$ cat src/rtl/seq_detector_lock.sv
// seq_detector_lock
//
// Serial pattern detector with a frame-lock tracker. Every accepted bit
// (din_valid=1) is shifted into a PAT_LEN-bit history. A hit occurs when
// the history holds PATTERN and at least PAT_LEN bits have been collected
// since reset (or since the last hit when OVERLAP=0). A small FSM
// (SEARCH / VERIFY / LOCKED) checks that hits recur exactly every PAT_LEN
// accepted bits. It declares lock after LOCK_CNT consecutive in-period hits.
//
// Parameters:
//   PAT_LEN   pattern length in bits (2..16)
//   PATTERN   target pattern, MSB is the first bit received
//   LOCK_CNT  consecutive in-period hits needed for lock (1..15)
//   OVERLAP   1: a match suffix may start the next match
//             0: PAT_LEN fresh bits are needed after a match
//   CNT_W     width of match_cnt
//
// Ports:
//   clk        rising-edge clock
//   rst        asynchronous active-high reset
//   din_valid  din is sampled this cycle
//   din        serial data bit
//   match      one-cycle pulse, pattern completed by the last accepted bit
//   locked     level, stream is period-aligned
//   err        one-cycle pulse, period violation while VERIFY or LOCKED
//   match_cnt  saturating count of matches since reset
module seq_detector_lock #(
    parameter int                 PAT_LEN  = 6,
    parameter logic [PAT_LEN-1:0] PATTERN  = 6'b001011,
    parameter int                 LOCK_CNT = 3,
    parameter bit                 OVERLAP  = 1'b1,
    parameter int                 CNT_W    = 8
) (
    input  logic             clk,
    input  logic             rst,
    input  logic             din_valid,
    input  logic             din,
    output logic             match,
    output logic             locked,
    output logic             err,
    output logic [CNT_W-1:0] match_cnt
);

    localparam int FW = $clog2(PAT_LEN + 1);
    localparam int GW = $clog2(LOCK_CNT + 1);

    localparam logic [FW-1:0]    FILL_FULL  = FW'(PAT_LEN);
    localparam logic [FW-1:0]    PHASE_LAST = FW'(PAT_LEN - 1);
    localparam logic [FW-1:0]    ONE_F      = FW'(1);
    localparam logic [GW-1:0]    GOAL       = GW'(LOCK_CNT);
    localparam logic [GW-1:0]    ONE_G      = GW'(1);
    localparam logic [CNT_W-1:0] ONE_C      = CNT_W'(1);

    typedef enum logic [1:0] {
        SEARCH,
        VERIFY,
        LOCKED
    } state_t;

    state_t             state;
    logic [PAT_LEN-1:0] sh;
    logic [PAT_LEN-1:0] sh_next;
    logic [FW-1:0]      fill;
    logic [FW-1:0]      fill_inc;
    logic [FW-1:0]      phase;
    logic [GW-1:0]      good;
    logic               hit;
    logic               boundary;

    // Look-ahead of the history and fill count as they would be after
    // accepting the current bit; a hit is judged on these next values so the
    // match pulse appears one cycle after the completing bit.
    always_comb begin
        sh_next  = (sh << 1) | {{(PAT_LEN-1){1'b0}}, din};
        fill_inc = (fill == FILL_FULL) ? FILL_FULL : fill + ONE_F;
        hit      = (fill_inc == FILL_FULL) && (sh_next == PATTERN);
        // The PAT_LEN-th accepted bit after the previous hit.
        boundary = (state != SEARCH) && (phase == PHASE_LAST);
    end

    // Detector datapath, lock FSM and registered outputs. Nothing moves on
    // cycles without din_valid, and the pulses drop back to 0 on them.
    always_ff @(posedge clk or posedge rst) begin
        if (rst) begin
            state     <= SEARCH;
            sh        <= '0;
            fill      <= '0;
            phase     <= '0;
            good      <= '0;
            match     <= 1'b0;
            locked    <= 1'b0;
            err       <= 1'b0;
            match_cnt <= '0;
        end else begin
            match <= 1'b0;
            err   <= 1'b0;
            if (din_valid) begin
                sh    <= sh_next;
                fill  <= (hit && !OVERLAP) ? '0 : fill_inc;
                match <= hit;
                if (hit && (match_cnt != '1)) begin
                    match_cnt <= match_cnt + ONE_C;
                end
                // Phase only tracks distance from the last hit once a
                // hit has been seen; in SEARCH it is held at zero.
                if (hit || boundary || (state == SEARCH)) begin
                    phase <= '0;
                end else begin
                    phase <= phase + ONE_F;
                end

                case (state)
                    SEARCH: begin
                        if (hit) begin
                            if (LOCK_CNT == 1) begin
                                state  <= LOCKED;
                                locked <= 1'b1;
                            end else begin
                                state <= VERIFY;
                                good  <= ONE_G;
                            end
                        end
                    end
                    VERIFY: begin
                        if (hit && boundary) begin
                            good <= good + ONE_G;
                            if (good == GOAL - ONE_G) begin
                                state  <= LOCKED;
                                locked <= 1'b1;
                            end
                        end else if (boundary) begin
                            err   <= 1'b1;
                            state <= SEARCH;
                            good  <= '0;
                        end else if (hit) begin
                            // Early hit: restart verification from this one.
                            err  <= 1'b1;
                            good <= ONE_G;
                        end
                    end
                    LOCKED: begin
                        if (boundary && !hit) begin
                            err    <= 1'b1;
                            state  <= SEARCH;
                            locked <= 1'b0;
                            good   <= '0;
                        end else if (hit && !boundary) begin
                            err <= 1'b1;
                            if (LOCK_CNT != 1) begin
                                state  <= VERIFY;
                                locked <= 1'b0;
                                good   <= ONE_G;
                            end
                        end
                    end
                    default: begin
                        state  <= SEARCH;
                        locked <= 1'b0;
                        good   <= '0;
                    end
                endcase
            end
        end
    end

endmodule

$ cat config.mk
export PLATFORM = sky130hd
export DESIGN_NAME = seq_detector_lock
export DESIGN_NICKNAME = d
export VERILOG_FILES = /design/src/rtl/seq_detector_lock.sv
export SDC_FILE = /design/constraint.sdc
export NUM_CORES = 1
export LEC_CHECK = 0
export BUFFER_PORTS_ARGS = -buffer_cell sky130_fd_sc_hd__buf_2
export CAP_MARGIN = 20
export CORE_ASPECT_RATIO = 0.8
export CORE_MARGIN = 3
export CORE_UTILIZATION = 38
export DETAILED_ROUTE_END_ITERATION = 10
export HOLD_SLACK_MARGIN = 0.1
export PLACE_DENSITY_LB_ADDON = 0.3
export SLEW_MARGIN = 25
export SYNTH_ARGS = -nofsm -noshare
export SYNTH_HDL_FRONTEND = slang
export SYNTH_SLANG_ARGS = --single-unit
$ cat constraint.sdc
create_clock -name clk -period 7.8 [get_ports clk]
set_clock_uncertainty 0.1 [all_clocks]
set_input_delay 1.17 -clock clk [delete_from_list [all_inputs] [get_ports clk]]
set_output_delay 1.17 -clock clk [all_outputs]
set_load 0.01 [all_outputs]
After elaboration in Yosys (flattened, before gate mapping):

Cells that the tools add are included.

* output and inout port bits: 11
* register bits after elaboration: 26
* logic and storage cells: 71

* add/sub/neg operators: 4
* equality and inequality tests: 14
* reductions and logical operators: 16
* multiplexer cells: 26
* bitwise operators: 2

Operators by type and width (count)
* 2-bit two-way mux: 9
* 2-bit one-hot mux with 3 select lines: 2
* 1-bit two-way mux: 11
* 5-bit AND reduction: 2
* 3-bit == test (second input constant): 3
* 3-bit != test (second input constant): 3
* 8-bit by 1-bit adder with 8-bit output (second input constant): 1
* 8-bit != test (second input constant): 1
* 3-bit by 1-bit adder with 3-bit output (second input constant): 2
* 6-bit by 4-bit == test with 1-bit output (second input constant): 1
* 1-bit logical AND: 6
* 3-bit two-way mux: 2
* 2-bit != test (second input constant): 3
* 6-bit by 1-bit bitwise OR with 6-bit output: 1
* 2-bit == test (second input constant): 2
* 2-bit AND reduction: 2
* 1-bit one-hot mux with 3 select lines: 1
* 2-bit by 1-bit adder with 2-bit output (second input constant): 1
* 2-bit by 1-bit == test with 1-bit output (second input constant): 1
* 1-bit logical NOT: 2
* 2-bit logical NOT: 1
* 1-bit logical OR: 2
* 1-bit one-hot mux with 2 select lines: 1
* 2-bit nonzero test: 1
* 1-bit NOT: 1

Depth between registers and ports, before layout:

* word-level depth: 9
* gate-level depth with buffers: 13
* gate-level depth less buffers: 12

Least setup slack after synthesis:

OpenSTA, ideal clock, no wires.

* path type: input to register
* start: input port din
* end: register state[0]
* arrival time: 2.575 ns
* cell stages on the path: 8
* required time: 7.575 ns
* library setup time: 0.125 ns
* slack: 5.000 ns
* path through: nand4_1 -> buf_6 -> inv_2 -> ha_1 -> nor3_1 -> a21oi_1 -> a221o_2 -> mux2_4

* cells in the longest elaborated chain, start to end: 7
* elaborated cells between the ends (all ways): 15

Ends and longest elaborated chain
* start, declared: line 37 `input logic din,`
* 6-bit by 1-bit bitwise OR with 6-bit output *: line 74 `sh_next = (sh << 1) | {{(PAT_LEN-1){1'b0}}, din};`
* 6-bit by 4-bit == test with 1-bit output *: line 76 `hit = (fill_inc == FILL_FULL) && (sh_next == PATTERN);`
* 1-bit logical AND *: line 76
* 1-bit logical NOT: line 142 `if (boundary && !hit) begin`
* 1-bit logical AND: line 142
* 3-bit != test (no line) or 2-bit two-way mux (tied branches)
* 5-bit AND reduction (no line) or 2-bit one-hot mux with 3 select lines (tied branches)
* end signal, assigned: line 144 `state <= SEARCH;`
* end signal, assigned: line 150 `state <= VERIFY;`
* end signal, assigned: line 157 `state <= SEARCH;`
* end, declared: line 60 `state_t state;`

Mark *: on every way between the ends. The rest lies on a longest branch, timed or not.
A chain may end at the register's enable or synchronous reset.

Worst setup path in the final report:

* start: register fill[0]
* end: register state[0]

* cells in the longest elaborated chain, start to end: 8
* elaborated cells between the ends (all ways): 17

Ends and longest elaborated chain
* start, declared: line 63 `logic [FW-1:0] fill;`
* start signal, assigned: line 99 `fill <= (hit && !OVERLAP) ? '0 : fill_inc;`
* 3-bit by 1-bit adder with 3-bit output or 3-bit == test (tied branches): line 75 `fill_inc = (fill == FILL_FULL) ? FILL_FULL : fill + ONE_F;`
* 3-bit two-way mux *: line 75
* 3-bit == test *: line 76
* 1-bit logical AND *: line 76
* 1-bit logical NOT: line 142
* 1-bit logical AND: line 142
* 3-bit != test (no line) or 2-bit two-way mux (tied branches)
* 5-bit AND reduction (no line) or 2-bit one-hot mux with 3 select lines (tied branches)

Marked as above.

==> results.yml <==
pwr:
  power_density_nw_per_um2: 242.5
  vdd_drop_max_mv: 0.1010
  leakage_nw: 0.7946
route:
  drt-initial-drc-count: 20
  viasPerCell: 5.271
  drtPass1Iterations: 4
  wire_per_inst_um: 14.07
  ant_nets: 0
  vias: 1012
  drcViolationCount: 0
  routed_wl_mm: 2.702
critical_path:
  cp.required_ps: 7860
  crit_fanout: 12
  start_kind: "flop"
  startpoint: "fill[0]"
  cp_cell_sequence: "ha_1 > nand2b_1 > a21oi_2 > nand4_1 > ha_1 > o21ai_1 > a221o_2 > mux2_4"
  cpMostUsedCell: "ha_1"
  r2r-start: "fill[0]"
  setup.worst_path.class: "flop to flop"
  critPathMaxStageDelay_ps: 510
  path_delay_family: "compound AO/OA/AOI/OAI gates"
  rrSetupSlack_ps: 4670
  arrival_ps: 3200
  end_kind: "flop"
  cpMaxStageDelayCell: "ha_1"
  cp.buffers_inverters: 0
synth:
  async_reset_ff_frac: 1.000
  synth_nets: 153
  yosysSeqAreaShare: 0.4479
  synth_top_family_by_area: "simple AND/OR/NAND/NOR gates"
  synth_cells: 135
  syn_area_per_cell_sq_um: 10.76
  ys_types: 37
  ys.flop_type: "dfrtp_1"
  ys_warn_count: 0
  synth_area_sq_um: 1453
  synth_edf_count: 0
  synth_adder_area_share: 0.1206
  synthMuxAreaShare: 0.07924
  synth_xor_area_frac: 0.03618
  synthSimpleGateAreaFrac: 0.1740
  synth-compound-area-share: 0.09819
  synth_seq_cells: 26
cts:
  cts-buffers-inserted: 3
  clock_latency_ps: 270
  cts_hold_buf: 0
  clockBufferDepth: 2
  root_buffer: "clkbuf_8"
  clock_sinks: 26
  tritoncts: "done"
  path_clk_slew_ps: 90
  htree_levels: 1
  ctsResizeCount: 0
  post_cts_buffers: 0
floorplanning:
  core_area_sq_um: 3542
  die_area_sq_um: 4605
  row_count: 19
  fp.dieW_um: 75.13
  io_pins: 15
  initial_core_util: 0.4101
  chipHeight_um: 61.30
timing:
  holdWs_ps: 390.3
  rsz0062_at_grt: "no"
  final-hold-violation-count: 0
  slew_violations: 0
  max_freq_ghz: 0.3191
  max_slew.worst_pin.slew_ps: 597.2
  setup_viol: 0
  finalSetupTns_ps: 0
  slew_headroom: 0.6006
  period_share: 0.4017
  min_period_ps: 3133
placed_design:
  routabilityCongestion: 0.8981
  dpl.hpwl_mm: 1.977
  portBuffers: 14
cells_and_area:
  drive_above_1_share: 0.2600
  diodes: 0
  fin_nets: 169
  final_common_cell: "dfrtp_1"
  layout_common_cells: "dfrtp_1 (26), ha_1 (14), buf_2 (14)"
  area_growth_pct: 10.94
global_routing:
  grt_max_degree: 27
  antenna_found_initial: 0
  grt-ovfl-total: 0
  first_global_vias: 1040
  grt_pass1_wl_mm: 4.657
  grt_usage: 0.1328
min_path:
  hold_path.class: "flop to flop"
  hold_path.startpoint: "phase[2]"
status:
  outcome: "complete, no violations"
job:
  maxCapViolations: 0
worst register-to-register path: stages (launching register included):
cell      delay, ps
dfrtp_1         430
ha_1            260
nand2b_1        160
a21oi_2         140
nand4_1         500
ha_1            520
o21ai_1         400
a221o_2         230
mux2_4          300
worst paths after layout:
check,endpoint,cells past startpoint
worst max-delay path,state[0],8
worst min-delay path,phase[2],1
worst max register to register,state[0],8
worst min register to register,phase[2],1
max in group asynchronous,match_cnt[4],2
min in group asynchronous,phase[0],2
metrics by stage:
stage	cell area [sq um]	power, mW	setup slack [ps]	utilization	cells
6_report	1612	0.3909	4667	0.4550	192
3_5_place_dp	1556	0.3081	4408	0.4394	188
5_1_grt	1612	0.4215	4490	0.4550	192
3_3_place_gp	1556	0.3006	4503	0.4394	188
4_1_cts	1612	0.3959	4667	0.4550	192
2_1_floorplan	1453	0.2786	5000	-	135
flip-flops by register name, indices dropped and copies added, names as in the netlist:
register and flops:
err 1, fill 3, good 2, locked 1, match 1, match_cnt 8, phase 3, sh 5
state 2
logic make-up (layout without fill, tap and decap cells):
group | count (synthesis) | in the layout
muxes | 10 | 10
adders and majority gates | 14 | 14
buffers and inverters | 15 | 30
and+or+nand+nor | 42 | 42
xor gates and xnor gates | 6 | 6
DFF | 26 | 26
AOI/OAI and AO/OA | 22 | 22
Yosys cell counts, types with 2 or more instances:
master	count	area [sq um]
a21oi_1	7	35.03
a31oi_1	2	12.51
clkbuf_1	2	7.510
dfrtp_1	26	650.6
ha_1	14	175.2
inv_1	11	41.29
mux2_2	8	90.09
nand2_1	9	33.78
nand2b_1	5	31.28
nand4_1	5	31.28
nor2_1	6	22.52
nor3_1	5	25.02
nor4_2	2	25.02
o21ai_0	4	20.02
o22ai_1	2	12.51
or2_2	2	12.51
xnor2_1	2	17.52
xor2_1	4	35.03
report_power, final:
group	total (mW)	switching (mW)	internal, mW
Combinational	0.122	0.0635	0.0589
Sequential	0.182	0.0224	0.159
Clock	0.0870	0.0419	0.0451
cell type report:
cell class | instances | area (sq um)
tap | 42 | 52.55
multi-input combinational | 94 | 738.2
inverter | 12 | 45.04
clock buffer | 4 | 55.05
timing repair buffer | 14 | 70.07
fill | 338 | 1931
sequential | 26 | 650.6
metal layers:
metal / up-vias / track usage / part of all wire
li1: 502 / - / -
met1: 488 / 0.1629 / 0.47
met2: 18 / 0.2283 / 0.47
met3: 4 / 0.04078 / 0.052
met4: 0 / 0.03553 / 0.010
met5: - / 0 / 0
(Power assumes the default switching activity.)
